==> src/rtl/cordic_pipe.sv <==
// Fully pipelined CORDIC (rotation/vectoring per sample) with a global valid/ready stall.
// Define CORDIC_GAIN_COMP_EN to append a 1/K gain-compensation stage (latency STAGES+1).

module cordic_stage #(
  parameter int WIDTH = 16,
  parameter int FRAC  = 14,
  parameter int SHIFT = 0
) (
  input  logic             clk,
  input  logic             rst,
  input  logic             adv,
  input  logic             vld,
  input  logic             mode,
  input  logic [WIDTH-1:0] x,
  input  logic [WIDTH-1:0] y,
  input  logic [WIDTH-1:0] z,
  output logic             vld_r,
  output logic             mode_r,
  output logic [WIDTH-1:0] x_r,
  output logic [WIDTH-1:0] y_r,
  output logic [WIDTH-1:0] z_r
);
  localparam int QB = 60;

  // atan(1/n) in Q60 by Taylor series, integer-only so any tool can fold it
  function automatic longint atan_inv(input longint n);
    longint one, p, acc;
    bit     done;
    one  = longint'(1) << QB;
    p    = n;
    acc  = 0;
    done = 1'b0;
    for (int k = 0; k < 40; k++) begin
      if (!done) begin
        if (k % 2 == 0) acc = acc + (one / p) / longint'(2 * k + 1);
        else            acc = acc - (one / p) / longint'(2 * k + 1);
        if (p > one / (n * n)) done = 1'b1;
        else                   p = p * n * n;
      end
    end
    return acc;
  endfunction

  // atan(1) = atan(1/2) + atan(1/3) keeps the series fast-converging for stage 0
  function automatic longint angle_const(input int i);
    longint a;
    a = (i == 0) ? atan_inv(2) + atan_inv(3) : atan_inv(longint'(1) << i);
    return (a + (longint'(1) << (QB - 1 - FRAC))) >>> (QB - FRAC);
  endfunction

  localparam logic [WIDTH-1:0] ANGLE = WIDTH'(angle_const(SHIFT));

  logic             sub;
  logic [WIDTH-1:0] xs, ys, x_n, y_n, z_n;

  // sub=1 means d=+1: subtract the shifted y and the angle, add the shifted x
  always_comb begin
    sub = mode ? y[WIDTH-1] : ~z[WIDTH-1];
    xs  = $signed(x) >>> SHIFT;
    ys  = $signed(y) >>> SHIFT;
    x_n = x + (ys ^ {WIDTH{sub}}) + {{(WIDTH-1){1'b0}}, sub};
    y_n = y + (xs ^ {WIDTH{~sub}}) + {{(WIDTH-1){1'b0}}, ~sub};
    z_n = z + (ANGLE ^ {WIDTH{sub}}) + {{(WIDTH-1){1'b0}}, sub};
  end

  always_ff @(posedge clk or posedge rst) begin
    if (rst) begin
      vld_r  <= 1'b0;
      mode_r <= 1'b0;
      x_r    <= '0;
      y_r    <= '0;
      z_r    <= '0;
    end else if (adv) begin
      vld_r  <= vld;
      mode_r <= mode;
      x_r    <= x_n;
      y_r    <= y_n;
      z_r    <= z_n;
    end
  end
endmodule

module cordic_pipe #(
  parameter int WIDTH  = 16,
  parameter int FRAC   = 14,
  parameter int STAGES = 16
) (
  input  logic             clk,
  input  logic             rst,
  input  logic             in_valid,
  output logic             in_ready,
  input  logic             mode,
  input  logic [WIDTH-1:0] x_in,
  input  logic [WIDTH-1:0] y_in,
  input  logic [WIDTH-1:0] z_in,
  output logic             out_valid,
  input  logic             out_ready,
  output logic [WIDTH-1:0] x_out,
  output logic [WIDTH-1:0] y_out,
  output logic [WIDTH-1:0] z_out
);
  logic                       adv;
  logic [STAGES:0]            vld_pipe, mode_pipe;
  logic [STAGES:0][WIDTH-1:0] x_pipe, y_pipe, z_pipe;
  logic                       unused_mode;

  // single global stall: every stage, bubbles included, moves together
  assign adv          = !out_valid || out_ready;
  assign in_ready     = adv;
  assign vld_pipe[0]  = in_valid;
  assign mode_pipe[0] = mode;
  assign x_pipe[0]    = x_in;
  assign y_pipe[0]    = y_in;
  assign z_pipe[0]    = z_in;
  assign unused_mode  = mode_pipe[STAGES];

  for (genvar i = 0; i < STAGES; i++) begin : g_stage
    cordic_stage #(.WIDTH(WIDTH), .FRAC(FRAC), .SHIFT(i)) u_stage (
      .clk    (clk),
      .rst    (rst),
      .adv    (adv),
      .vld    (vld_pipe[i]),
      .mode   (mode_pipe[i]),
      .x      (x_pipe[i]),
      .y      (y_pipe[i]),
      .z      (z_pipe[i]),
      .vld_r  (vld_pipe[i+1]),
      .mode_r (mode_pipe[i+1]),
      .x_r    (x_pipe[i+1]),
      .y_r    (y_pipe[i+1]),
      .z_r    (z_pipe[i+1])
    );
  end

`ifdef CORDIC_GAIN_COMP_EN
  // G = round(2^FRAC / K); 1/K^2 accumulated in Q30, then integer sqrt with one guard bit
  function automatic longint gain_const();
    longint      one, r;
    logic [63:0] v, s, b;
    int          sh;
    one = longint'(1) << 30;
    r   = one;
    for (int i = 0; i < STAGES; i++) r = (r << 30) / (one + (one >> (2 * i)));
    sh = 2 * FRAC + 2 - 30;
    v  = (sh >= 0) ? (64'(r) << sh) : (64'(r) >> (-sh));
    s  = '0;
    for (int k = 31; k >= 0; k--) begin
      b = s | (64'd1 << k);
      if (b * b <= v) s = b;
    end
    return longint'((s + 64'd1) >> 1);
  endfunction

  localparam logic signed [WIDTH-1:0]   GAIN = WIDTH'(gain_const());
  localparam logic signed [2*WIDTH-1:0] HALF = ((2*WIDTH)'(1) << FRAC) >> 1;

  logic signed [2*WIDTH-1:0] x_prod, y_prod;
  logic                      vld_c;
  logic [WIDTH-1:0]          x_c, y_c, z_c;

  assign x_prod = (2*WIDTH)'($signed(x_pipe[STAGES])) * (2*WIDTH)'(GAIN) + HALF;
  assign y_prod = (2*WIDTH)'($signed(y_pipe[STAGES])) * (2*WIDTH)'(GAIN) + HALF;

  always_ff @(posedge clk or posedge rst) begin
    if (rst) begin
      vld_c <= 1'b0;
      x_c   <= '0;
      y_c   <= '0;
      z_c   <= '0;
    end else if (adv) begin
      vld_c <= vld_pipe[STAGES];
      x_c   <= WIDTH'(x_prod >>> FRAC);
      y_c   <= WIDTH'(y_prod >>> FRAC);
      z_c   <= z_pipe[STAGES];
    end
  end

  assign out_valid = vld_c;
  assign x_out     = x_c;
  assign y_out     = y_c;
  assign z_out     = z_c;
`else
  assign out_valid = vld_pipe[STAGES];
  assign x_out     = x_pipe[STAGES];
  assign y_out     = y_pipe[STAGES];
  assign z_out     = z_pipe[STAGES];
`endif
endmodule

==> config.mk <==
export PLATFORM = sky130hd
export DESIGN_NAME = cordic_pipe
export DESIGN_NICKNAME = d
export VERILOG_FILES = /design/src/rtl/cordic_pipe.sv
export SDC_FILE = /design/constraint.sdc
export NUM_CORES = 2
export LEC_CHECK = 0
export BUFFER_PORTS_ARGS = -buffer_cell sky130_fd_sc_hd__buf_4
export CAP_MARGIN = 10
export CORE_ASPECT_RATIO = 2
export CORE_MARGIN = 3
export CORE_UTILIZATION = 40
export CTS_BUF_LIST = sky130_fd_sc_hd__clkbuf_4 sky130_fd_sc_hd__clkbuf_8
export DETAILED_ROUTE_END_ITERATION = 16
export GPL_ROUTABILITY_DRIVEN = 1
export PLACE_DENSITY_LB_ADDON = 0.2
export SLEW_MARGIN = 5
export SYNTH_ARGS = -nofsm -noshare
export SYNTH_HDL_FRONTEND = slang
export SYNTH_SLANG_ARGS = --single-unit
==> constraint.sdc <==
create_clock -name clk -period 36.8 [get_ports clk]
set_input_delay 7.36 -clock clk [delete_from_list [all_inputs] [get_ports clk]]
set_output_delay 7.36 -clock clk [all_outputs]
set_load 0.01 [all_outputs]
# Word-level counts from Yosys, hierarchy flattened
# Cells that the tools add are included.
# W data, S select, Z words.
[totals] regBits=799 inputBits=53 wordCells=262 out_inout_bits=50
[op_classes] add_sub_neg=96 mux=16 reduce_logical=2 n_bitwise=69
[ops] op="$add A16 B1 Y16" count=48
[ops] op="$add A16 B16 Y16" count=48
[ops] op="$xor A16 B16 Y16" count=32
[ops] op="$not A1 Y1" count=32
[ops] op="$not A9 Y9" count=2
[ops] op="$mux W1" count=16
[ops] op="$not A10 Y10" count=1
[ops] op="$not A8 Y8" count=1
[ops] op="$not A5 Y5" count=1
[ops] op="$logic_not A1 Y1" count=1
[ops] op="$logic_or A1 B1 Y1" count=1

# Longest topological paths before layout
[depth] depth_word=6 mapped_depth=19 ltp_nobuf=16

# By module
# Synthesis repeated with hierarchy kept, for this count alone.
[unflattened] cells_unflattened=7333 area_unflattened_um2=67835.1
[by_module_without_submodules] module="cordic_stage (g_stage[1].u_stage)" area_per_inst_um2=4715.8 seq_area_each_um2=1251.2 cells_per_inst=545 instances=1
[by_module_without_submodules] module="cordic_stage (g_stage[8].u_stage)" area_per_inst_um2=4490.6 seq_area_each_um2=1251.2 cells_per_inst=489 instances=1
[by_module_without_submodules] module="cordic_stage (g_stage[3].u_stage)" area_per_inst_um2=4388.0 seq_area_each_um2=1251.2 cells_per_inst=490 instances=1
[by_module_without_submodules] module="cordic_stage (g_stage[2].u_stage)" area_per_inst_um2=4337.9 seq_area_each_um2=1251.2 cells_per_inst=470 instances=1
[by_module_without_submodules] module="cordic_stage (g_stage[6].u_stage)" area_per_inst_um2=4331.7 seq_area_each_um2=1251.2 cells_per_inst=447 instances=1
[by_module_without_submodules] module="cordic_stage (g_stage[0].u_stage)" area_per_inst_um2=4304.1 seq_area_each_um2=1226.2 cells_per_inst=482 instances=1
[by_module_without_submodules] module="cordic_stage (g_stage[10].u_stage)" area_per_inst_um2=4290.4 seq_area_each_um2=1251.2 cells_per_inst=462 instances=1
[by_module_without_submodules] module="cordic_stage (g_stage[7].u_stage)" area_per_inst_um2=4260.3 seq_area_each_um2=1251.2 cells_per_inst=470 instances=1
[by_module_without_submodules] module="cordic_stage (g_stage[5].u_stage)" area_per_inst_um2=4240.3 seq_area_each_um2=1251.2 cells_per_inst=463 instances=1
[by_module_without_submodules] module="cordic_stage (g_stage[15].u_stage)" area_per_inst_um2=4091.4 seq_area_each_um2=1251.2 cells_per_inst=436 instances=1
[by_module_without_submodules] module="cordic_stage (g_stage[12].u_stage)" area_per_inst_um2=4090.2 seq_area_each_um2=1251.2 cells_per_inst=440 instances=1
[by_module_without_submodules] module="cordic_stage (g_stage[14].u_stage)" area_per_inst_um2=4090.2 seq_area_each_um2=1251.2 cells_per_inst=423 instances=1
[by_module_without_submodules] module="cordic_stage (g_stage[11].u_stage)" area_per_inst_um2=4081.4 seq_area_each_um2=1251.2 cells_per_inst=438 instances=1
[by_module_without_submodules] module="cordic_stage (g_stage[4].u_stage)" area_per_inst_um2=4070.2 seq_area_each_um2=1251.2 cells_per_inst=430 instances=1
[by_module_without_submodules] module="+3 rows"

# Least setup slack after synthesis
# Ideal clock, no wire load.
[synth_path] kind="input to output" startpoint="in out_ready" endpoint="out in_ready" path_stages=6 arrival_ns=8.524 path_buffers=4 required_time_ns=29.440 setup_slack_ns=20.916 path_cell_list="nor2b_1 -> clkbuf_1 -> clkinv_1 -> clkbuf_1 -> clkbuf_1 -> clkbuf_1"
[synth_between] elab_chain_len=1
[synth_rtl] element="start: declaration" line_no="97" text="input logic out_ready,"
[synth_rtl] element="$logic_or A1 B1 Y1" line_no="108" text="assign adv = !out_valid || out_ready;"
[synth_rtl] element="end: declaration" line_no="91" text="output logic in_ready,"
# Every way passes these cells.

# Worst setup path in the final report
# Same ends and word-level chain as after synthesis.

==> metrics <==
outcome=finished, final reports clean; DP Worst Slack=20.87 ns; setup ws final=20.87 ns; Mapped Area=0.0628 mm^2; crit path time final=15.93 ns; Final HPWL DP=148,000 um; DR WL/cell=19.8 um; die height=567 um; area delta synth->final=9.20%; count leader, synth=dfrtp_1; # DRC=0; Finish-stage setup viols=0; syn_area_per_cell=8.56 um^2; RSZ-0062 raised after global routing=no; post-route ant nets=0; cell mode on critical path=buf_4; syn nets=8,095; largest net degree at the start of global routing=218; total number of H-tree levels=4; PortBufs=102; CTS tree=yes; Synth top area share=0.318; Slew headroom=0.191; crit path kind=input port to output pin; deepest clock path buffer count=3; critical path capture point type=output pin; Async SR Flop Fraction=1.00; YS warnings=0; grt met3 use=0.0326; number of synthesized flops with an enable pin=0; clock-pin transition on the worst setup and hold timing paths=0.06 ns; Core Area=0.156 mm^2; setup bufs post-CTS=0; period utilization=0.433; GR peak layer=met2; Setup crit start kind=input port; Initial Utilization=0.403; ys flop type=dfrtp_1; CP peak stage delay=0.51 ns; largest cells by area after synthesis=dfrtp_1 (32%), ha_1 (13%), xnor2_1 (9.3%); number of global-route vias before repair=54,353; Std-Cell Rows=205; gr usage total=0.229; Commonest cells post-synth=dfrtp_1 (798), nand2_1 (762), nor2_1 (711); global route overflow=0; CTS Sinks=798; initial DRC count=2,135; crit path max fanout=56; Root Driver=clkbuf_8; post-synthesis sequential area ratio=0.318; post-synthesis register bit count=798; post-route cell area=0.0686 mm^2; Final TNS setup=0 ns; hold buffer count at CTS=0; Hold Crit Class=flop to flop; initial antenna violation count=4; Max Freq=62.8 MHz; worst skew pair latency=0.87 ns; Hold Vio Cnt, Final=0; die width=286 um; crit-path cells=buf_4 -> nor2b_4 -> inv_8 -> buf_4; FILL cells=15,878; hold_ws=0.460 ns; detailed-route via count=52,669; layout cell share with drive strength beyond 1=0.0696; IO Pins=103; CP arrival=8.57 ns; RePlAce Congestion=0.947; Vias/cell=5.52; Cell variety after synth=82; number of buffers created by CTS=139; Die ar.=0.162 mm^2; post-cts repair resize count=0; Placed Instance Area=0.0657 mm^2; grt met1 use=0.185; Post-Synthesis Cells=7,343; CP required=29.44 ns; first-pass GRT wire length=291,000 um; cell taking the most area after synthesis=dfrtp_1; clock skew=0.0573 ns; slowest stage cell, crit path=nor2b_4; met2 GRT Util=0.466; DRT Pass-1 Iters=5; max_cap viols=0; nets=8,125; DRT Wirelength=189,000 um; Worst Tran Pin Value=1.20 ns; Slew Viols, Final=0
-- layout by cell type (no fill, tap or decap), drive strengths merged, types with 15 or more instances in the layout --
master	synthesis	routed
a31o	16	16
nand2b	75	75
fa	32	32
a21oi	707	707
o22ai	20	20
a311oi	19	19
o31ai	88	88
o21bai	61	61
nand2	762	762
xor2	252	252
buf	40	165
or3	64	64
o21a	101	101
nor2b	53	53
a211oi	68	68
and3	61	61
nor3	147	147
a2111oi	15	15
a21o	137	137
o21ai	550	550
a211o	24	24
o211ai	64	64
nand4	17	17
o2111ai	18	18
o41ai	27	27
or4	17	17
inv	207	209
xnor2	667	667
dfrtp	798	798
nand3	107	107
ha	667	667
a221oi	23	23
nor3b	24	24
and2	75	75
clkinv	7	23
mux2	23	23
a31oi	98	98
clkbuf	236	210
or2	41	41
nor2	712	712
-- per-stage QoR --
stage	util	instances
after global routing	0.440	9541
after detailed placement	0.421	9302
final	0.440	9541
after global placement	0.421	9302
after floorplan	-	7343
after CTS	0.440	9539
-- critical path: cells and delay by family --
family	cells	cell delay, ns
AND/OR/NAND/NOR	1	0.51
buffers and inverters	3	0.62
-- area by class of cell --
type,count,area [um^2],share of cell area
inverter,214,818,0.0119
tap,2070,2590,0.0377
antenna,2,5.00,0.0000729
clock inverter,27,267,0.00388
clock buffer,210,2630,0.0384
timing repair buffer,165,1280,0.0186
multi-input combinational,6055,41100,0.598
sequential,798,20000,0.291
-- layer usage --
layer  part of all wire  vias to the layer above
li1                   -                    26231
met1               0.31                    24952
met2               0.57                      920
met3              0.028                      566
met4              0.097                        0
met5                  0                        -
-- final timing paths --
| path | startpoint | end | slack, ns | cells past startpoint |
|---|---|---|---|---|
| setup / recovery | out_ready | in_ready | 20.87 | 4 |
| hold / removal | g_stage[14].u_stage.vld_r$_DFFE_PP0P_ | g_stage[14].u_stage.vld_r$_DFFE_PP0P_ | 0.46 | 2 |
| setup reg to reg | g_stage[13].u_stage.y_r[15]$_DFFE_PP0P_ | g_stage[14].u_stage.y_r[15]$_DFFE_PP0P_ | 30.81 | 14 |
| hold reg to reg | g_stage[14].u_stage.vld_r$_DFFE_PP0P_ | g_stage[14].u_stage.vld_r$_DFFE_PP0P_ | 0.46 | 2 |
| max in group asynchronous | rst | g_stage[12].u_stage.z_r[1]$_DFFE_PP0P_ | 26.52 | 6 |
| min in group asynchronous | rst | g_stage[12].u_stage.y_r[9]$_DFFE_PP0P_ | 6.56 | 2 |
-- flip-flops by register name (all words and copies together) (netlist names) --
name,count
g_stage.u_stage.y_r,256
g_stage.u_stage.z_r,256
g_stage.u_stage.x_r,255
g_stage.u_stage.mode_r,15
g_stage.u_stage.vld_r,16
-- logic make-up after synthesis --
family / after synthesis / synth area share
adders and majority gates: 705 / 0.144
muxes: 30 / 0.00524
xor gates and xnor gates: 919 / 0.128
DFF: 798 / 0.318
AOI/OAI and AO/OA: 2183 / 0.216
buffers and inverters: 490 / 0.0294
and+or+nand+nor: 2218 / 0.160
Power is not shown: default switching activity piles up to over one toggle a cycle in this logic, so the estimate is an artifact.
